`src/rtl/sipo_pkg.sv`:
```
// Shared types and helpers for the serial-in / parallel-out deserializer.
// Latency: n/a (declarations only).
// Backpressure: n/a (declarations only).
package sipo_pkg;

   // Receive FSM states; PARITY is only entered when SIPO_PARITY_EN is defined.
   typedef enum logic [1:0] {
      IDLE   = 2'd0,
      SHIFT  = 2'd1,
      PARITY = 2'd2
   } state_t;

   // Bit counter width able to hold the value WIDTH.
   function automatic int cnt_w(input int width);
      return $clog2(width + 1);
   endfunction

endpackage

```
`src/rtl/sipo_deserializer_if.sv`:
```
// Serial link input plus parallel valid/ready output of the deserializer.
// Latency: n/a (wires only).
// Backpressure: dout_ready from the consumer side; the serial side has none.
//   master : link driver / consumer (drives clken, si, sof, dout_ready)
//   slave  : deserializer (drives dout, dout_valid, frame_abort, overrun, parity_err)
interface sipo_deserializer_if #(
   parameter int WIDTH = 8
);
   logic             clken;
   logic             si;
   logic             sof;
   logic [WIDTH-1:0] dout;
   logic             dout_valid;
   logic             dout_ready;
   logic             frame_abort;
   logic             overrun;
   logic             parity_err;

   modport master (
      output clken, si, sof, dout_ready,
      input  dout, dout_valid, frame_abort, overrun, parity_err
   );

   modport slave (
      input  clken, si, sof, dout_ready,
      output dout, dout_valid, frame_abort, overrun, parity_err
   );
endinterface

```
`src/rtl/sipo_out_stage.sv`:
```
// Single-entry valid/ready holding register for assembled words, with sticky overrun.
// Latency: a word offered on in_vld is visible on out_vld/out_dat the next clk.
// Backpressure: none upstream; a word arriving while full and not being drained is dropped and sets overrun.
//   ports: clk, rst, in_vld/in_dat/in_par (word strobe), out_vld/out_rdy/out_dat/out_par, overrun
module sipo_out_stage
   import sipo_pkg::*;
#(
   parameter int WIDTH = 8
) (
   input  logic             clk,
   input  logic             rst,
   input  logic             in_vld,
   input  logic [WIDTH-1:0] in_dat,
   input  logic             in_par,
   output logic [WIDTH-1:0] out_dat,
   output logic             out_vld,
   input  logic             out_rdy,
   output logic             out_par,
   output logic             overrun
);

   always_ff @(posedge clk or posedge rst) begin
      if (rst) begin
         out_dat <= '0;
         out_vld <= 1'b0;
         out_par <= 1'b0;
         overrun <= 1'b0;
      end else begin
         if (in_vld) begin
            // The slot is free either when empty or when it drains on this very edge.
            if (!out_vld || out_rdy) begin
               out_dat <= in_dat;
               out_par <= in_par;
               out_vld <= 1'b1;
            end else begin
               overrun <= 1'b1;
            end
         end else if (out_vld && out_rdy) begin
            out_vld <= 1'b0;
         end
      end
   end

endmodule

```
`src/rtl/sipo_deserializer.sv`:
```
// Assembles a clken-qualified serial stream framed by sof into WIDTH-bit words.
// Latency: dout_valid rises one clk after the last bit (or the parity bit with SIPO_PARITY_EN) is sampled.
// Backpressure: one holding word; a completed word is dropped (overrun set) if the previous one is still unread.
//   ports: clk, rst (async, active-high), bus (slave modport: clken/si/sof in, dout/dout_valid/dout_ready,
//          frame_abort, overrun, parity_err). Optional macro SIPO_PARITY_EN adds an even-parity bit per frame.
module sipo_deserializer
   import sipo_pkg::*;
#(
   parameter int WIDTH     = 8,
   parameter bit MSB_FIRST = 1'b1
) (
   input  logic                clk,
   input  logic                rst,
   sipo_deserializer_if.slave  bus
);

   localparam int CNT_W = cnt_w(WIDTH);
   typedef logic [CNT_W-1:0] cnt_t;
   localparam cnt_t LAST_BIT = cnt_t'(WIDTH - 1);
   localparam cnt_t ONE      = cnt_t'(1);

   state_t           state;
   cnt_t             cnt;
   logic [WIDTH-1:0] shreg;
   logic             abort_q;

   logic [WIDTH-1:0] shift_nxt;
   logic [WIDTH-1:0] first_bit;
   logic             word_vld;
   logic [WIDTH-1:0] word_dat;
   logic             word_par;

   // MSB-first shifts left with si entering bit 0; LSB-first shifts right with si entering
   // the top bit. Either way the first bit ends up at its final position after WIDTH samples.
   always_comb begin
      shift_nxt = '0;
      first_bit = '0;
      if (MSB_FIRST) begin
         shift_nxt = {shreg[WIDTH-2:0], bus.si};
         first_bit = {{(WIDTH-1){1'b0}}, bus.si};
      end else begin
         shift_nxt = {bus.si, shreg[WIDTH-1:1]};
         first_bit = {bus.si, {(WIDTH-1){1'b0}}};
      end
   end

   // Completion strobe: the word is handed to the output stage on the same edge that samples
   // the final bit, so it is taken from the next-shift value rather than the register.
   always_comb begin
      word_vld = 1'b0;
      word_dat = '0;
      word_par = 1'b0;
`ifdef SIPO_PARITY_EN
      word_vld = bus.clken & ~bus.sof & (state == PARITY);
      word_dat = shreg;
      // Even parity: data bits XOR parity bit must be zero for a clean frame.
      word_par = (^shreg) ^ bus.si;
`else
      word_vld = bus.clken & ~bus.sof & (state == SHIFT) & (cnt == LAST_BIT);
      word_dat = shift_nxt;
`endif
   end

   always_ff @(posedge clk or posedge rst) begin
      if (rst) begin
         state   <= IDLE;
         cnt     <= '0;
         shreg   <= '0;
         abort_q <= 1'b0;
      end else begin
         abort_q <= 1'b0;
         if (bus.clken) begin
            case (state)
               IDLE: begin
                  if (bus.sof) begin
                     shreg <= first_bit;
                     cnt   <= ONE;
                     state <= SHIFT;
                  end
               end
               SHIFT: begin
                  if (bus.sof) begin
                     // Restart: partial word is discarded, si is the new bit 0.
                     shreg   <= first_bit;
                     cnt     <= ONE;
                     abort_q <= 1'b1;
                  end else begin
                     shreg <= shift_nxt;
                     if (cnt == LAST_BIT) begin
`ifdef SIPO_PARITY_EN
                        cnt   <= cnt + ONE;
                        state <= PARITY;
`else
                        cnt   <= '0;
                        state <= IDLE;
`endif
                     end else begin
                        cnt <= cnt + ONE;
                     end
                  end
               end
`ifdef SIPO_PARITY_EN
               PARITY: begin
                  if (bus.sof) begin
                     shreg   <= first_bit;
                     cnt     <= ONE;
                     state   <= SHIFT;
                     abort_q <= 1'b1;
                  end else begin
                     cnt   <= '0;
                     state <= IDLE;
                  end
               end
`endif
               default: begin
                  state <= IDLE;
                  cnt   <= '0;
               end
            endcase
         end
      end
   end

   assign bus.frame_abort = abort_q;

   sipo_out_stage #(
      .WIDTH (WIDTH)
   ) u_out_stage (
      .clk     (clk),
      .rst     (rst),
      .in_vld  (word_vld),
      .in_dat  (word_dat),
      .in_par  (word_par),
      .out_dat (bus.dout),
      .out_vld (bus.dout_valid),
      .out_rdy (bus.dout_ready),
      .out_par (bus.parity_err),
      .overrun (bus.overrun)
   );

endmodule
```
`src/flat_wrapper.sv`:
```
// flat-port wrapper written by rule: the top's interface ports become plain ports
module sipo_deserializer_flat import sipo_pkg::*;
#(
   parameter int WIDTH     = 8,
   parameter bit MSB_FIRST = 1'b1
)
  (clk, rst, bus_clken, bus_si, bus_sof, bus_dout_ready, bus_dout, bus_dout_valid, bus_frame_abort, bus_overrun, bus_parity_err);
  sipo_deserializer_if #(.WIDTH(WIDTH)) bus_i ();
  input  logic clk;
  input  logic rst;
  input wire logic [$bits(bus_i.clken)-1:0] bus_clken;
  input wire logic [$bits(bus_i.si)-1:0] bus_si;
  input wire logic [$bits(bus_i.sof)-1:0] bus_sof;
  input wire logic [$bits(bus_i.dout_ready)-1:0] bus_dout_ready;
  output wire logic [$bits(bus_i.dout)-1:0] bus_dout;
  output wire logic [$bits(bus_i.dout_valid)-1:0] bus_dout_valid;
  output wire logic [$bits(bus_i.frame_abort)-1:0] bus_frame_abort;
  output wire logic [$bits(bus_i.overrun)-1:0] bus_overrun;
  output wire logic [$bits(bus_i.parity_err)-1:0] bus_parity_err;
  assign bus_i.clken = bus_clken;
  assign bus_i.si = bus_si;
  assign bus_i.sof = bus_sof;
  assign bus_i.dout_ready = bus_dout_ready;
  assign bus_dout = bus_i.dout;
  assign bus_dout_valid = bus_i.dout_valid;
  assign bus_frame_abort = bus_i.frame_abort;
  assign bus_overrun = bus_i.overrun;
  assign bus_parity_err = bus_i.parity_err;
  sipo_deserializer #(.WIDTH(WIDTH), .MSB_FIRST(MSB_FIRST)) u_core (.clk(clk), .rst(rst), .bus(bus_i));
endmodule
```
`config.mk`:
```
export PLATFORM = sky130hd
export DESIGN_NAME = sipo_deserializer_flat
export DESIGN_NICKNAME = d
export VERILOG_FILES = /design/src/rtl/sipo_pkg.sv /design/src/rtl/sipo_deserializer_if.sv /design/src/rtl/sipo_out_stage.sv /design/src/rtl/sipo_deserializer.sv /design/src/flat_wrapper.sv
export SDC_FILE = /design/constraint.sdc
export NUM_CORES = 1
export LEC_CHECK = 0
export BUFFER_PORTS_ARGS = -buffer_cell sky130_fd_sc_hd__buf_2
export CORE_ASPECT_RATIO = 1.4
export CORE_MARGIN = 3
export CORE_UTILIZATION = 50
export DETAILED_ROUTE_END_ITERATION = 8
export PLACE_DENSITY = 0.73
export REMOVE_ABC_BUFFERS = 1
export SLEW_MARGIN = 20
export SYNTH_ARGS = -nofsm -noshare
export SYNTH_HDL_FRONTEND = slang
export SYNTH_HIERARCHICAL = 1
export SYNTH_SLANG_ARGS = --single-unit
```
`constraint.sdc`:
```
create_clock -name clk -period 1.8 [get_ports clk]
set_input_delay 0.27 -clock clk [delete_from_list [all_inputs] [get_ports clk]]
set_output_delay 0.27 -clock clk [all_outputs]
set_load 0.01 [all_outputs]
```
* Word level (Yosys, flattened, before mapping)
Cells that the tools add are included.
** Word-level totals
- Register bits after elaboration :: 24
- Bits in latches :: 0
- Bits in writable memories :: 0
- Bits in read-only memories :: 0
- Logic and storage cells :: 48
- Memories :: 0
** Cells by class
- $add $sub $neg :: 1
- $mul :: 0
- Divide/modulo/power cells :: 0
- Magnitude comparators :: 0
- Equality and inequality tests :: 6
- Shift-type cells :: 0
- Muxes and demuxes :: 17
- Bitwise operators :: 5
- Reduce and logical (&&, ||, !) cells :: 12
** Operators by type and width (count)
- 2-to-1 mux 7 bit :: 2
- one-hot mux 7 bit (2 select lines) :: 1
- 2-to-1 mux 4 bit :: 3
- one-hot mux 4 bit (2 select lines) :: 1
- AND reduction 2 bit :: 4
- 2-to-1 mux 1 bit :: 6
- 2-to-1 mux 2 bit :: 3
- inequality test 2 bit, second input constant :: 3
- adder 4 x 1 -> 4 bit, second input constant :: 1
- == test 4 x 3 -> 1 bit, second input constant :: 1
- one-hot mux 2 bit (2 select lines) :: 1
- AND reduction 4 bit :: 1
- nonzero test 2 bit :: 2
- bitwise AND 1 bit :: 3
- AND reduction 3 bit :: 1
- == test 2 x 1 -> 1 bit, second input constant :: 1
- logical NOT 2 bit :: 1
- inequality test 2 x 1 -> 1 bit, second input constant :: 1
- NOT 1 bit :: 2
- logical AND 1 bit :: 1
- logical NOT 1 bit :: 1
- logical OR 1 bit :: 1

* Longest topological paths before layout
Gate-level depths: netlist of run 1.
- Depth after elaboration :: 6
- Mapped depth :: 6
- Depth with buffers taken out :: 5

* Cells and area by module
The synthesis of run 1 kept the hierarchy.
** By module, submodules not included
- sipo_deserializer :: times used 1, cells an instance 54, area an instance 605.6 µm², seq. area each 325.3 µm²
- sipo_out_stage :: times used 1, cells an instance 26, area an instance 420.4 µm², seq. area each 275.3 µm²

* Least setup slack after synthesis of run 1
Ideal clock, no wire load.
- Path type :: register to register
- Start point :: reg u_core.cnt[0]
- End point :: reg u_core.u_out_stage.out_dat[0]
- Data arrival time :: 1.421 ns
- Required time :: 1.675 ns
- Setup slack :: 0.255 ns
- Stages on the path, launching flop included :: 6
- Buffers on the path :: 0
- Clock period less this slack :: 1.545 ns
- Path through :: dfrtp_1 -> ha_1 -> and3b_1 -> and2_1 -> nand2_4 -> mux2_2
** On the way
- Cells in the longest elaborated chain, start to end :: 3
** RTL lines
- from (decl) :: line sipo_deserializer.sv:23 : cnt_t cnt;
- from (signal assigned) :: line sipo_deserializer.sv:98 : cnt <= cnt + ONE;
- == test 4 x 3 -> 1 bit :: line sipo_deserializer.sv:59 : word_vld = bus.clken & ~bus.sof & (state == SHIFT) & (cnt == LAST_BIT);
- bitwise AND 1 bit :: line sipo_deserializer.sv:59
- via u_core.word_vld :: line sipo_deserializer.sv:29 : logic word_vld;
- AND reduction 2 bit (no source line)
- to (signal assigned) :: line sipo_out_stage.sv:32 : out_dat <= in_dat;
- to (decl) :: line sipo_out_stage.sv:15 : output logic [WIDTH-1:0] out_dat,
The timed path passes the listed nets, and every way through them passes these cells.
A chain may end at the register's enable or synchronous reset.

* Worst setup path after layout of run 1
- Start point :: reg u_core.cnt[0]
- End point :: reg u_core.u_out_stage.out_dat[1]
Same word-level chain as after synthesis.

==> results.rst, run 1 <==
.. list-table::
   :header-rows: 1

   * - Metric
     - Value
   * - Number of nets with antenna violations after routing
     - 0
   * - Final setup violation count
     - 0
   * - Clock Latency Late Sink
     - 300 ps
   * - Starting density of the core
     - 0.556
   * - CP Launch Point
     - u_core/cnt[0]
   * - Crit Reg-Reg Endpoint
     - u_core/u_out_stage/out_dat[1]
   * - Standard cell with the maximum stage delay on the critical path
     - sky130_fd_sc_hd__dfrtp_1
   * - Total negative slack for setup checks
     - 0 ps
   * - Yosys warning count
     - 6
   * - Final core utilization
     - 0.646
   * - Fraction of final layout cells sized beyond drive strength 1
     - 0.356
   * - Type of element launching the critical path
     - flop
   * - Detailed-route DRC error count
     - 0
   * - Hold path endpoint
     - u_core/u_out_stage/out_dat[0]
   * - Worst slew margin
     - 0.652
   * - Share of the yosys chip area belonging to registers
     - 0.585
   * - Startpoint of the most critical hold path
     - bus_si
   * - Number of hold violations in the final report
     - 0
   * - Kind of path behind the tightest hold check
     - primary input to flop
   * - Number of setup buffers added after CTS
     - 0
   * - Largest net degree at the start of global routing
     - 15
   * - Period utilisation layout
     - 0.950
   * - Avg Vias per Cell
     - 5.62
   * - H-tree levels
     - 1
   * - Final std cells w/o fill
     - 121
   * - Number of distinct standard cells referenced by the synthesized netlist
     - 29
   * - Total routing usage reported by global routing
     - 0.160
   * - Met1 Track Usage GR
     - 0.193
   * - Flip-flop and latch count after synthesis
     - 24
   * - Maximum clock frequency
     - 585 MHz
   * - Inserted Clock Buffers
     - 3
   * - Library cell occupying the most area in the post-synthesis netlist
     - sky130_fd_sc_hd__dfrtp_1
   * - DP HPWL
     - 1350 um
   * - Die ar.
     - 2640 um2
   * - Detailed-route wire length per cell
     - 15.0 um
   * - Total routed wirelength
     - 1810 um
   * - Critical-path cell list
     - ha_1 -> and3b_1 -> and2_1 -> nand2_4 -> mux2_2
   * - Detailed-route via count
     - 680
   * - Worst vdd rail ir drop
     - 0.654 mV
   * - Max incr delay on CP
     - 450 ps
   * - First-pass DRT Iterations
     - 4
   * - Total number of clock tree sinks
     - 24
   * - Cell depth of the worst min-delay path
     - 2
   * - Slack of the critical path
     - 90.5 ps
   * - Most congested layer reported by global routing
     - met2
   * - Signed area change from the synthesized netlist to the final layout
     - 16.2%
   * - Overall Power
     - 1360 uW
   * - Ranking of synthesized cells by area
     - sky130_fd_sc_hd__dfrtp_1 59%, sky130_fd_sc_hd__mux2_2 11%, sky130_fd_sc_hd__a22o_1 4.3%, sky130_fd_sc_hd__o2bb2ai_1 2.6%, sky130_fd_sc_hd__inv_1 2.2%
   * - Worst Setup Slack post-DPL
     - 124 ps
   * - Top-level I/O count
     - 18
   * - Reg-to-reg startpoint
     - u_core/cnt[0]
   * - Total grt overflow
     - 0
   * - Root Driver
     - sky130_fd_sc_hd__clkbuf_4
   * - Slew at the pin closest to its max-slew limit
     - 521 ps
   * - Maximum Capacitance Violations
     - 0
   * - Top_reg_cell synth
     - sky130_fd_sc_hd__dfrtp_1
   * - Outcome
     - finished clean
   * - Weighted congestion at the end of routability-driven global placement
     - 0.719
   * - Clock-pin transition on the worst setup and hold timing paths
     - 130 ps
   * - Critical path endpoint category
     - flop
   * - RSZ-0062 raised after global routing
     - false
   * - Fraction of registers with async set or reset after synthesis
     - 1.00
   * - Die Y-Extent
     - 59.6 um
   * - Register cell area after layout
     - 601 um2
   * - Via count of the first global-routing pass
     - 705
   * - Area of combinational cells with multiple inputs
     - 382 um2
   * - Die W
     - 44.3 um
   * - Number of enable-type register cells in the synthesized netlist
     - 0
   * - Top cell type's share of synthesized area
     - 0.585
   * - Global-route wire length before repair
     - 3120 um
   * - TritonCTS clock tree
     - built
   * - Synth Cell Area
     - 1030 um2
   * - Core ar.
     - 1850 um2
   * - Antenna cell count
     - 0
   * - Count leader, synth
     - sky130_fd_sc_hd__dfrtp_1
   * - R2r worst-path depth
     - 5
   * - GR met2 Demand/Resource
     - 0.281
   * - Pwr per Cell Area
     - 1140 nW/um2
   * - Lkg Pwr
     - 0.000641 uW
   * - Met3 track utilization from global routing
     - 0.0304
   * - Maximum fanout encountered on the critical timing path
     - 9
   * - Post-Syn Instances
     - 80
   * - Data arrival time of the worst path
     - 1910 ps
   * - Average size of a mapped cell
     - 12.8 um2
   * - Maximum buffer depth of the clock tree
     - 2
   * - Number of buffers inserted by port buffering
     - 17
   * - Worst Setup Path Type
     - flop to flop
   * - Number of nets at the end of the flow
     - 109
   * - Clock period minus worst slack
     - 1710 ps
   * - Row count
     - 18
   * - Count of pins over their slew limit
     - 0
   * - CP Data Required Time
     - 2000 ps
   * - Number of filler instances in the final layout
     - 154
   * - Max Clock Skew
     - 4.28 ps
   * - Number of placed instances with taps included
     - 116
   * - Initial antenna violation count
     - 0
   * - Reg2Reg Setup Slack
     - 90 ps
   * - Most numerous cell types in the synthesized netlist
     - 24 x sky130_fd_sc_hd__dfrtp_1, 10 x sky130_fd_sc_hd__mux2_2, 6 x sky130_fd_sc_hd__inv_1
   * - Initial DRC Count
     - 8
how the worst max path moves through the flow:
stage,to,cells past startpoint
detailed placement,u_core/u_out_stage/out_dat[1],5
CTS,u_core/u_out_stage/out_dat[1],5
global route,u_core/u_out_stage/out_dat[1],5
floorplan,u_core/u_out_stage/out_dat[0],5
global placement,u_core/u_out_stage/out_dat[6],5
finish,u_core/u_out_stage/out_dat[1],5
through the flow:
stage	instance area, um2	hold slack [ps]
3_3_place_gp	1130	275
6_report	1190	207
5_1_grt	1190	200
2_1_floorplan	1000	122
3_5_place_dp	1130	289
4_1_cts	1190	200
final cells by class:
class / instances / share of cell area
tap: 20 / 0.0210
clock inverter: 1 / 0.0252
clock buffer: 3 / 0.0189
multi-input combinational: 47 / 0.320
timing repair buffer: 20 / 0.0923
inverter: 6 / 0.0189
sequential: 24 / 0.504
where the power goes:
part	leakage, uW	total (uW)	internal [uW]	switching [uW]
Sequential	0.000319	702	631	71.5
Combinational	0.000294	280	144	137
Clock	0.0000279	378	225	153
Total	0.000641	1360	999	361
sequential cells by signal, summed over array words and instances (netlist names):
name and flops:
u_core/u_out_stage/out_dat 8, u_core/shreg 7, u_core/cnt 4, u_core/bus.frame_abort 1, u_core/state 1, u_core/u_out_stage/out_par 1, u_core/u_out_stage/out_vld 1, u_core/u_out_stage/overrun 1
routing by layer:
layer / up-vias / routed length, um
met4: 0 / 13
met2: 11 / 1000
li1: 328 / -
met5: - / 0
met3: 2 / 56
met1: 339 / 740
layout by cell type (no fill, tap or decap), types with 2 or more instances in the layout:
cell                        netlist  routed
sky130_fd_sc_hd__a21oi_1          3       3
sky130_fd_sc_hd__a22o_1           5       5
sky130_fd_sc_hd__and3_1           3       3
sky130_fd_sc_hd__buf_2            2      17
sky130_fd_sc_hd__buf_4            0       2
sky130_fd_sc_hd__clkbuf_4         0       3
sky130_fd_sc_hd__dfrtp_1         24      24
sky130_fd_sc_hd__inv_1            6       6
sky130_fd_sc_hd__mux2_2          10      10
sky130_fd_sc_hd__nand2_1          4       4
sky130_fd_sc_hd__o2bb2ai_1        3       3
logic make-up (layout without fill, tap and decap cells):
group	after synthesis	count (layout)	share of synthesized area
flip-flops	24	24	0.585
AO/OA/AOI/OAI	19	19	0.144
AND/OR/NAND/NOR	16	16	0.102
multiplexers	10	10	0.110
buffers and inverters	9	30	0.0427
adder cells (fa/ha/maj)	1	1	0.0122
other	1	1	0.00366
worst max-delay path, delay by kind of cell (launching register included):
kind,cells,cell delay (ps)
fa+ha+maj,1,250
flops,1,450
mux,1,350
simple gates,3,550
what timing repair did:
item	CTS	global route
gates resized for setup	0	0
hold buffers	1	0
hold endpoints to repair	24	0
setup endpoints to repair	0	0
Power figures use the tool's default switching activity.
==> run 2: changes to the inputs <==
CTS_BUF_LIST = sky130_fd_sc_hd__clkbuf_8   (was default)
==> run 2 against run 1 <==
The flow now finishes with violations (negative hold slack). Combinational power barely moved. Via count fell by 2.4%. Register-to-register slack barely moved. Power rose by 5.8%. Setup slack improved by 9.2 ps. Flip-flop and latch count did not move. Sequential share of layout area fell by 0.37 points. Clock-buffer cell count did not move. First-iteration DRC count rose by 38%. Die area did not move. Routed wire length rose by 2.3%.
==> results.rst, run 2 (synthesis results as in run 1) <==
.. list-table::
   :header-rows: 1

   * - Metric
     - Value
   * - Outcome
     - finished with violations
   * - Violations in the final reports
     - negative hold slack
   * - Number of buffers inserted by port buffering
     - 17
   * - DP HPWL
     - 1350 um
   * - Period utilisation layout
     - 0.945
   * - Number of nets at the end of the flow
     - 108
   * - Number of hold violations in the final report
     - 11
   * - Total routing usage reported by global routing
     - 0.158
   * - Count of pins over their slew limit
     - 0
   * - Antenna cell count
     - 0
   * - Type of element launching the critical path
     - flop
   * - Fraction of final layout cells sized beyond drive strength 1
     - 0.360
   * - Maximum fanout encountered on the critical timing path
     - 9
   * - Total negative slack for setup checks
     - 0 ps
   * - Number of setup buffers added after CTS
     - 0
   * - Clock-pin transition on the worst setup and hold timing paths
     - 80 ps
   * - Final worst hold slack
     - -5.40 ps
   * - Total routed wirelength
     - 1850 um
   * - Signed area change from the synthesized netlist to the final layout
     - 17.1%
   * - Maximum buffer depth of the clock tree
     - 2
   * - Inserted Clock Buffers
     - 3
   * - Core ar.
     - 1850 um2
   * - Worst Setup Path Type
     - flop to flop
   * - Most frequent cells in the layout
     - 24 x sky130_fd_sc_hd__dfrtp_1, 17 x sky130_fd_sc_hd__buf_2, 10 x sky130_fd_sc_hd__mux2_2
   * - Kind of path behind the tightest hold check
     - primary input to asynchronous set/reset pin
   * - Worst vdd rail ir drop
     - 0.640 mV
   * - Registers with the highest flip-flop counts
     - u_core/u_out_stage/out_dat x8, u_core/shreg x7, u_core/cnt x4
   * - Top-level I/O count
     - 18
   * - Detailed-route DRC error count
     - 0
   * - Total number of clock tree sinks
     - 24
   * - Maximum Capacitance Violations
     - 0
   * - Die ar.
     - 2640 um2
   * - Pwr per Cell Area
     - 1200 nW/um2
   * - RSZ-0062 raised after global routing
     - false
   * - Clock Latency Late Sink
     - 260 ps
   * - Via count of the first global-routing pass
     - 707
   * - Initial DRC Count
     - 11
   * - Detailed-route via count
     - 664
   * - Final core utilization
     - 0.650
   * - Global-route wire length before repair
     - 3070 um
   * - Largest net degree at the start of global routing
     - 15
   * - Critical path endpoint category
     - flop
   * - Row count
     - 18
   * - H-tree levels
     - 1
   * - CP Data Required Time
     - 1940 ps
   * - Number of nets with antenna violations after routing
     - 0
   * - First-pass DRT Iterations
     - 4
   * - Register with the highest flop count
     - u_core/u_out_stage/out_dat
   * - Worst slew margin
     - 0.650
   * - Initial antenna violation count
     - 0
   * - Final std cells w/o fill
     - 120
   * - Detailed-route wire length per cell
     - 15.4 um
   * - TritonCTS clock tree
     - built
   * - Number of placed instances with taps included
     - 116
   * - Most frequent standard cell in the layout excluding fill and tap cells
     - sky130_fd_sc_hd__dfrtp_1
   * - Avg Vias per Cell
     - 5.53
   * - Clock period minus worst slack
     - 1700 ps
   * - Die Y-Extent
     - 59.6 um
   * - Data arrival time of the worst path
     - 1850 ps
   * - CTS Hold Bufs
     - 0
   * - Overall Power
     - 1440 uW
   * - Weighted congestion at the end of routability-driven global placement
     - 0.719
   * - Final setup violation count
     - 0
   * - Max Clock Skew
     - 2.09 ps
   * - Starting density of the core
     - 0.556
   * - Root Driver
     - sky130_fd_sc_hd__clkbuf_8
   * - Lkg Pwr
     - 0.000645 uW
   * - Flip-flop count of the largest register, all copies and words added
     - 8
   * - # resized after CTS
     - 0
   * - Die W
     - 44.3 um
   * - Slew at the pin closest to its max-slew limit
     - 524 ps
   * - Maximum clock frequency
     - 588 MHz
   * - Total grt overflow
     - 0
## run 2: path summary, 6_finish.rpt
| kind | from | slack, ps | to | cells past startpoint |
|---|---|---|---|---|
| worst min register to register | u_core/u_out_stage/overrun | 490 | u_core/u_out_stage/overrun | 1 |
| worst min-delay path | rst | -5 | u_core/u_out_stage/out_dat[5] | 2 |
| worst max-delay path | u_core/cnt[0] | 100 | u_core/u_out_stage/out_dat[1] | 5 |
| max in group asynchronous | rst | 1410 | u_core/shreg[1] | 2 |
| min in group clk | bus_si | 260 | u_core/u_out_stage/out_dat[0] | 2 |
| worst max register to register | u_core/cnt[0] | 100 | u_core/u_out_stage/out_dat[1] | 5 |
## run 2: power by group
part,total [uW],internal (uW),switching (uW)
clock network,458,297,161
registers,701,631,69.6
logic,281,142,139
total,1440,1070,369
## run 2: routing by layer
layer  global-route usage  routed length [um]
met3               0.0304                  54
met1                0.180                 754
met5                    0                   0
met4               0.0388                  13
met2                0.296                1030
## run 2: area by class of cell
cell class | instances | area [um2]
well taps | 20 | 25.0
inverters | 6 | 22.5
multi-input cells | 47 | 382
fillers | 149 | 646
clock inverters | 1 | 30.0
repair buffers | 19 | 100
flip-flops and latches | 24 | 601
clock buffers | 3 | 41.3
## run 2: through the flow
| step | area (um2) | setup WS (ps) |
|---|---|---|
| 2_1_floorplan | 1000 | 255 |
| 3_5_place_dp | 1130 | 124 |
| 6_report | 1200 | 99.7 |
| 3_3_place_gp | 1130 | 189 |
| 5_1_grt | 1200 | 24.4 |
| 4_1_cts | 1200 | 105 |
## run 2: worst max-delay path: stages, from the launching register on
cell and delay, ps:
sky130_fd_sc_hd__dfrtp_1 430, sky130_fd_sc_hd__ha_1 250, sky130_fd_sc_hd__and3b_1 230, sky130_fd_sc_hd__and2_1 190, sky130_fd_sc_hd__nand2_4 140, sky130_fd_sc_hd__mux2_2 350
